### src/rtl/icb_pkg.sv
// Shared ICB definitions for the one-to-N dispatcher: field widths, the
// routing-FIFO entry layout and the window-decode helper.
package icb_pkg;

   localparam int ADDR_W       = 32;
   localparam int DATA_W       = 32;
   localparam int MASK_W       = 4;
   localparam int MAX_MASTER_N = 8;
   localparam int TGT_W        = 3;
   localparam int ROUTE_W      = 4;

   // Stall-compare key for the internal error slave; sits just past the
   // highest real master index so it never aliases a downstream port.
   localparam logic [ROUTE_W-1:0] ERR_TGT = 4'd8;

   // One routing-FIFO entry: who owes the response for an accepted command.
   typedef struct packed {
      logic             is_err;
      logic [TGT_W-1:0] tgt_idx;
   } route_entry_t;

   // Window hit in 33-bit arithmetic so a window ending exactly at 2^32
   // (e.g. base 0xFFFF_F000, range 0x1000) still decodes.
   function automatic logic addr_hit(input logic [ADDR_W-1:0] addr,
                                     input logic [ADDR_W-1:0] base,
                                     input logic [ADDR_W-1:0] range);
      logic [ADDR_W:0] a;
      logic [ADDR_W:0] lo;
      logic [ADDR_W:0] hi;
      a  = {1'b0, addr};
      lo = {1'b0, base};
      hi = lo + {1'b0, range};
      return (a >= lo) && (a < hi);
   endfunction

endpackage

### src/rtl/icb_route_fifo.sv
// First-word-fall-through routing FIFO. Holds one route entry per
// outstanding command; the head entry steers the response path.
module icb_route_fifo #(
   parameter int depth = 4,
   parameter int width = 4
) (
   input  logic                     clk,
   input  logic                     resetn,
   input  logic                     wen,
   input  logic [width-1:0]         din,
   output logic                     full_n,
   input  logic                     ren,
   output logic [width-1:0]         dout,
   output logic                     empty_n,
   output logic [$clog2(depth):0]   count
);

   localparam int PTR_W = $clog2(depth);
   localparam logic [PTR_W:0] DEPTH_C = (PTR_W + 1)'(depth);

   logic [width-1:0] mem [depth];
   logic [PTR_W-1:0] wptr;
   logic [PTR_W-1:0] rptr;
   logic             push;
   logic             pop;

   // A push is refused whenever the FIFO is full, even if a pop happens in
   // the same cycle: the full flag comes straight from the registered count.
   assign full_n  = (count < DEPTH_C);
   assign empty_n = (count != '0);
   assign push    = wen & full_n;
   assign pop     = ren & empty_n;
   assign dout    = mem[rptr];

   // Entry storage, written at the tail on every accepted push.
   // NOTE: storage has no reset; entries are only ever read behind a valid
   // count, so clearing them would add reset fan-out for no behaviour.
   always_ff @(posedge clk) begin
      if (push) begin
         mem[wptr] <= din;
      end
   end

   // Pointer and occupancy tracking; depth is a power of two so the
   // pointers wrap on their own.
   // NOTE: state uses non-blocking assignments so every register in the
   // block samples pre-edge values regardless of statement order.
   always_ff @(posedge clk or negedge resetn) begin
      if (!resetn) begin
         wptr  <= '0;
         rptr  <= '0;
         count <= '0;
      end else begin
         if (push) begin
            wptr <= wptr + 1'b1;
         end
         if (pop) begin
            rptr <= rptr + 1'b1;
         end
         case ({push, pop})
            2'b10:   count <= count + 1'b1;
            2'b01:   count <= count - 1'b1;
            default: count <= count;
         endcase
      end
   end

endmodule

### src/rtl/icb_1s_to_nm.sv
// ICB one-slave-port to N-master-port dispatcher. Decodes the command
// address against per-master windows, forwards the command with zero
// latency, records the target in a routing FIFO and returns responses in
// command order. Decode misses are answered by an internal error slave.
module icb_1s_to_nm
   import icb_pkg::*;
#(
   parameter int                                  master_n           = 4,
   parameter logic [MAX_MASTER_N*ADDR_W-1:0]      m_baseaddr         = {MAX_MASTER_N{32'h0}},
   parameter logic [MAX_MASTER_N*ADDR_W-1:0]      m_addr_range       = {MAX_MASTER_N{32'h1000}},
   parameter int                                  outstanding_depth  = 4,
   parameter bit                                  dcd_err_en         = 1'b1,
   parameter bit                                  single_target_mode = 1'b0,
   parameter int                                  simulation_delay   = 1
) (
   input  logic                        clk,
   input  logic                        resetn,
   input  logic [ADDR_W-1:0]           s_icb_cmd_addr,
   input  logic                        s_icb_cmd_read,
   input  logic [DATA_W-1:0]           s_icb_cmd_wdata,
   input  logic [MASK_W-1:0]           s_icb_cmd_wmask,
   input  logic                        s_icb_cmd_valid,
   output logic                        s_icb_cmd_ready,
   output logic [DATA_W-1:0]           s_icb_rsp_rdata,
   output logic                        s_icb_rsp_err,
   output logic                        s_icb_rsp_valid,
   input  logic                        s_icb_rsp_ready,
   output logic [ADDR_W*master_n-1:0]  m_icb_cmd_addr,
   output logic [master_n-1:0]         m_icb_cmd_read,
   output logic [DATA_W*master_n-1:0]  m_icb_cmd_wdata,
   output logic [MASK_W*master_n-1:0]  m_icb_cmd_wmask,
   output logic [master_n-1:0]         m_icb_cmd_valid,
   input  logic [master_n-1:0]         m_icb_cmd_ready,
   input  logic [DATA_W*master_n-1:0]  m_icb_rsp_rdata,
   input  logic [master_n-1:0]         m_icb_rsp_err,
   input  logic [master_n-1:0]         m_icb_rsp_valid,
   output logic [master_n-1:0]         m_icb_rsp_ready
);

   localparam int CNT_W = $clog2(outstanding_depth) + 1;

   // Configuration sanity; these blocks only elaborate on a bad setting.
   // simulation_delay applies to behavioural models only: the registers
   // here always update on the clock edge.
   if (master_n < 1 || master_n > MAX_MASTER_N) begin : g_bad_master_n
      $error("icb_1s_to_nm: master_n must be 1..8");
   end
   if (outstanding_depth != 2 && outstanding_depth != 4 &&
       outstanding_depth != 8 && outstanding_depth != 16) begin : g_bad_depth
      $error("icb_1s_to_nm: outstanding_depth must be 2, 4, 8 or 16");
   end
   if (simulation_delay < 0) begin : g_bad_delay
      $error("icb_1s_to_nm: simulation_delay must be non-negative");
   end

   logic [master_n-1:0] hit;
   logic [master_n-1:0] sel;
   logic [TGT_W-1:0]    tgt_idx;
   logic                miss;
   logic [ROUTE_W-1:0]  tgt_key;
   logic [ROUTE_W-1:0]  last_tgt;
   logic                stall;
   logic                push;
   logic                pop;
   route_entry_t        push_entry;
   route_entry_t        head;
   logic [ROUTE_W-1:0]  fifo_dout;
   logic                fifo_full_n;
   logic                fifo_empty_n;
   logic [CNT_W-1:0]    fifo_count;

   // Raw per-master window hits for the current command address.
   // NOTE: every combinational output gets a default first so no path
   // through the block can leave it unassigned and infer a latch.
   always_comb begin
      hit = '0;
      for (int i = 0; i < master_n; i++) begin
         hit[i] = addr_hit(s_icb_cmd_addr,
                           m_baseaddr[ADDR_W*i +: ADDR_W],
                           m_addr_range[ADDR_W*i +: ADDR_W]);
      end
   end

   // Overlap resolution: scanning downwards lets the lowest hit index win.
   always_comb begin
      sel     = '0;
      tgt_idx = '0;
      for (int i = master_n - 1; i >= 0; i--) begin
         if (hit[i]) begin
            sel     = '0;
            sel[i]  = 1'b1;
            tgt_idx = TGT_W'(i);
         end
      end
   end

   assign miss    = ~|sel;
   assign tgt_key = miss ? ERR_TGT : {1'b0, tgt_idx};

   // Hold the command when the routing FIFO is full, or, in single-target
   // mode, when it would switch away from the target still owing responses.
   assign stall = ~fifo_full_n |
                  (single_target_mode & (fifo_count != '0) & (tgt_key != last_tgt));

   // Command fields are broadcast; only the valid is steered.
   assign m_icb_cmd_addr  = {master_n{s_icb_cmd_addr}};
   assign m_icb_cmd_read  = {master_n{s_icb_cmd_read}};
   assign m_icb_cmd_wdata = {master_n{s_icb_cmd_wdata}};
   assign m_icb_cmd_wmask = {master_n{s_icb_cmd_wmask}};
   assign m_icb_cmd_valid = {master_n{s_icb_cmd_valid & ~stall}} & sel;

   assign s_icb_cmd_ready = ~stall & ((|(sel & m_icb_cmd_ready)) | (miss & dcd_err_en));
   assign push            = s_icb_cmd_valid & s_icb_cmd_ready;
   assign push_entry      = '{is_err: miss, tgt_idx: tgt_idx};

   // Most recently pushed target, compared against in single-target mode.
   always_ff @(posedge clk or negedge resetn) begin
      if (!resetn) begin
         last_tgt <= '0;
      end else if (push) begin
         last_tgt <= tgt_key;
      end
   end

   icb_route_fifo #(
      .depth (outstanding_depth),
      .width (ROUTE_W)
   ) u_route_fifo (
      .clk     (clk),
      .resetn  (resetn),
      .wen     (push),
      .din     (push_entry),
      .full_n  (fifo_full_n),
      .ren     (pop),
      .dout    (fifo_dout),
      .empty_n (fifo_empty_n),
      .count   (fifo_count)
   );

   assign head = route_entry_t'(fifo_dout);

   // Response steering from the FIFO head. Masters that are not the head
   // target see ready low, so early responses wait their turn.
   always_comb begin
      s_icb_rsp_valid = 1'b0;
      s_icb_rsp_err   = 1'b0;
      s_icb_rsp_rdata = '0;
      m_icb_rsp_ready = '0;
      if (fifo_empty_n) begin
         if (head.is_err) begin
            s_icb_rsp_valid = 1'b1;
            s_icb_rsp_err   = 1'b1;
         end else begin
            for (int i = 0; i < master_n; i++) begin
               if (head.tgt_idx == TGT_W'(i)) begin
                  s_icb_rsp_valid    = m_icb_rsp_valid[i];
                  s_icb_rsp_err      = m_icb_rsp_err[i];
                  s_icb_rsp_rdata    = m_icb_rsp_rdata[DATA_W*i +: DATA_W];
                  m_icb_rsp_ready[i] = s_icb_rsp_ready;
               end
            end
         end
      end
   end

   assign pop = s_icb_rsp_valid & s_icb_rsp_ready;

endmodule
### config.mk
export PLATFORM = sky130hd
export DESIGN_NAME = icb_1s_to_nm
export DESIGN_NICKNAME = d
export VERILOG_FILES = /design/src/rtl/icb_pkg.sv /design/src/rtl/icb_route_fifo.sv /design/src/rtl/icb_1s_to_nm.sv
export SDC_FILE = /design/constraint.sdc
export NUM_CORES = 1
export LEC_CHECK = 0
export ABC_AREA = 1
export CAP_MARGIN = 20
export CORE_AREA = 2 2 206 208
export CTS_BUF_LIST = sky130_fd_sc_hd__clkbuf_4 sky130_fd_sc_hd__clkbuf_8 sky130_fd_sc_hd__clkbuf_16
export CTS_CLUSTER_SIZE = 12
export DETAILED_ROUTE_END_ITERATION = 10
export DIE_AREA = 0 0 208 210
export GPL_TIMING_DRIVEN = 0
export SLEW_MARGIN = 10
export SYNTH_ARGS = -nofsm -noshare
export SYNTH_HDL_FRONTEND = slang
export SYNTH_HIERARCHICAL = 1
export SYNTH_SLANG_ARGS = --single-unit
### constraint.sdc
create_clock -name clk -period 3.67 [get_ports clk]
set_clock_uncertainty 0.15 [all_clocks]
set_input_delay 0.367 -clock clk [delete_from_list [all_inputs] [get_ports clk]]
set_output_delay 0.367 -clock clk [all_outputs]
set_load 0.01 [all_outputs]
==> summary.md <==
| Metric | Value |
|---|---|
| Status | `finished, final reports clean` |
| Min Hold Slack | `roughly 0.24 ns` |
| Flops & latches, synth | `23` |
| Cells after Synth | `650` |
| Synthesized area | `0.00446 mm2` |
| N_diodes | `0` |
| Post-synth top area cell | `buf_4` |
| DIE AREA | `~0.044 mm2` |
| Gp weighted congestion | `0.850` |
| Final Cycle Share | `0.948` |
| Peak supply drop | `217 uV` |
| CTS max path bufs | `2` |
| Mux share of post-synthesis cell area | `0` |
| EDFF count, synth | `16` |
| Synth warn | `6` |
| Share of layout cells above drive strength 1 | `0.276` |
| Tightest Hold Check Type | `in2async` |
| CP endpoint kind | `primary output` |
| PD cells | `between 300 and 400 mW/mm2` |
| Final std cells w/o fill | `~1700` |
| Critical path startpoint category | `register` |
| DRT iter0 DRCs | `280` |
| Reg2reg setup slack | `roughly 0.47 ns` |
| Crit path max fanout | `10` |
| Worst Setup Path Type | `reg2out` |
| Top Ports | `532` |
| Antenna viol nets, final | `0` |
| All-Layer GR Usage | `0.0856` |
| Crit path DAT | `~3.0 ns` |
| PortBufs | `476` |
| Peak Freq | `288 MHz` |
| Post-Synth Adder-Cell Area | `0.0185` |
| Setup TNS | `0 ns` |
| Avg Cell Area, Syn | `~6.9 um2` |
| P&R area growth vs syn | `126%` |
| Vias per inst | `3.25` |
| Asr flop ratio synth | `0.304` |
| Max Slew Vio Count | `0` |
| Root Buffer | `clkbuf_16` |
| Insertion delay to the later sink of the worst-skew pair | `0.25 ns` |
| Final min period | `~3.5 ns` |
| Fillers | `about 4500` |
| H-tree levels | `1` |
| Cts-stage hold buffer count | `0` |
| Largest net degree at the start of global routing | `14` |
| CP max-delay cell | `clkdlybuf4s50_1` |
| Main synth FF type | `edfxtp_1` |
| Worst path required time | `approximately 3.2 ns` |
| Post-synthesis sequential area ratio | `0.147` |
| Detailed Place HPWL | `18500 um` |
| Dpl cells | `about 1700` |
| Synth Area in Compound Gates | `0.126` |
| Die span in x | `208 um` |
| Commonest cells in the netlist | `buf_4 (282), nand2_1 (100), a21oi_1 (65)` |
| Die Y | `roughly 210 um` |
| Final Hold Vio Count | `0` |
| Core area | `~0.041 mm2` |
| Cell Chain, Critical Path | `inv_2, buf_6, o211ai_1, nand2_2, inv_2, nand2_2, nor2_4, buf_12, buf_4, nand2_1, and2_1, a21oi_1, clkdlybuf4s50_1` |
| Vias in the first global route | `between 5000 and 6000` |
| Pre-antenna DRT Iters | `5` |
| Unrepaired setup endpoints after global routing | `no` |
| TritonCTS clock tree | `yes` |
| Final nets | `about 1400` |
| Most area-consuming cells after synthesis | `buf_4 (47%), edfxtp_1 (11%), nand2_1 (8.4%), a21oi_1 (7.3%), dfrtp_1 (3.9%)` |
| Via count | `5487` |
| Clock-pin slew on the worst setup and hold paths | `roughly 0.060 ns` |
| Drt wl/cell | `12.3 um` |
| Total CTS buffers | `3` |
| Distinct cells, synth | `31` |
| CP max stage delay | `0.58 ns` |
| Top cell type's share of synthesized area | `0.475` |
| WL final | `slightly above 20000 um` |
| CTS Sinks | `23` |
| Most numerous cell in the Yosys netlist | `buf_4` |
| Initial core utilization | `0.107` |
| Final setup vio count | `0` |
| Initial antenna violation count | `1` |
| Global-route wire length before repair | `roughly 30000 um` |
| Row count | `between 70 and 80` |
| Synth Area in Simple Gates | `0.183` |
| Largest family of logic cells by synthesized area | `buffers and inverters` |
| Max_cap viols | `0` |
| Remaining global-route overflow | `0` |
| Xor and xnor fraction of the mapped netlist area | `0.00393` |
| Leak pwr | `~4.2 nW` |
| # DRC | `0` |
registers in the layout, summed over array words and instances (netlist names):
register / flops
u_route_fifo/rptr: 2
u_route_fifo/wptr: 2
u_route_fifo/mem: 16
u_route_fifo/count: 3
worst paths after layout:
path                                                   startpoint                                 to  cells after the start
worst max register to register   u_route_fifo/rptr[0]$_DFFE_PN0P_  u_route_fifo/count[2]$_DFFE_PN0P_                     18
worst min-delay path                                       resetn  u_route_fifo/count[0]$_DFFE_PN0P_                      1
worst max-delay path             u_route_fifo/rptr[0]$_DFFE_PN0P_                 s_icb_rsp_rdata[8]                     13
max in group asynchronous                                  resetn   u_route_fifo/wptr[0]$_DFFE_PN0P_                      1
min in group clk                u_route_fifo/count[2]$_DFFE_PN0P_  u_route_fifo/count[2]$_DFFE_PN0P_                      2
worst min register to register  u_route_fifo/count[2]$_DFFE_PN0P_  u_route_fifo/count[2]$_DFFE_PN0P_                      2
layout by cell type (no fill, tap or decap), drive strengths merged, types with 7 or more instances in the layout:
cell type / instances
o211ai: 8
and2: 32
buf: 295
a21oi: 65
dfrtp: 7
nor2: 28
edfxtp: 16
nand2: 102
inv: 33
conb: 15
clkbuf: 9
clkdlybuf4s50: 476
o21ai: 34
nand3: 10
metal layers:
layer / track usage / part of all wire / routed length, um
met1: 0.0945 / 0.37 / 7730
met2: 0.157 / 0.51 / 10500
met5: 0 / 0.00063 / 13
met4: 0.0210 / 0.019 / 399
met3: 0.0289 / 0.097 / 2000
power breakdown:
group          total, W  internal (W)  switching (W)
Sequential     0.000379      0.000344      0.0000357
Combinational   0.00322       0.00158        0.00164
Clock          0.000231      0.000146      0.0000845
Total           0.00383       0.00207        0.00176
area by class of cell:
type                            instances  area, um2  area share
Timing Repair Buffer                  479       4810       0.477
Clock buffer                            3       75.1     0.00744
Buffer                                298       2200       0.218
Sequential cell                        23        656      0.0650
Tap cell                              539        674      0.0668
Multi-Input combinational cell        310       1550       0.154
Clock inverter                          1       5.00    0.000496
Inverter                               33        124      0.0123
metrics by stage:
| stage | utilization | area [um2] | total power, W | worst slack [ns] |
|---|---|---|---|---|
| floorplan | - | 4510 | 0.00206 | 0.914 |
| global placement | 0.240 | 9950 | 0.00351 | 0.157 |
| detailed placement | 0.240 | 9950 | 0.00353 | 0.129 |
| CTS | 0.243 | 10100 | 0.00385 | 0.0931 |
| global route | 0.243 | 10100 | 0.00413 | 0.0195 |
| finish | 0.243 | 10100 | 0.00383 | 0.193 |
cell families (layout without fill, tap and decap cells):
logic type	count (synthesis)	count (layout)
buf+inv	331	814
flops	23	23
simple gates	179	179
xor+xnor	2	2
fa+ha+maj	6	6
other cells	1	15
compound gates	108	108
repair_timing:
item | in CTS | in global routing
endpoints found under the setup margin | 13 | 13
resized for setup | 1 | 6
pin swaps | 2 | 0
cloned | 0 | 0
buffers inserted | 3 | 0
critical path: cells and delay by family (launching register included):
kind                   cells  cell delay, ns
buffers and inverters      6            1.26
and+or+nand+nor            5            0.64
AOI/OAI and AO/OA          2            0.42
DFF                        1            0.38
(Power assumes the default switching activity.)
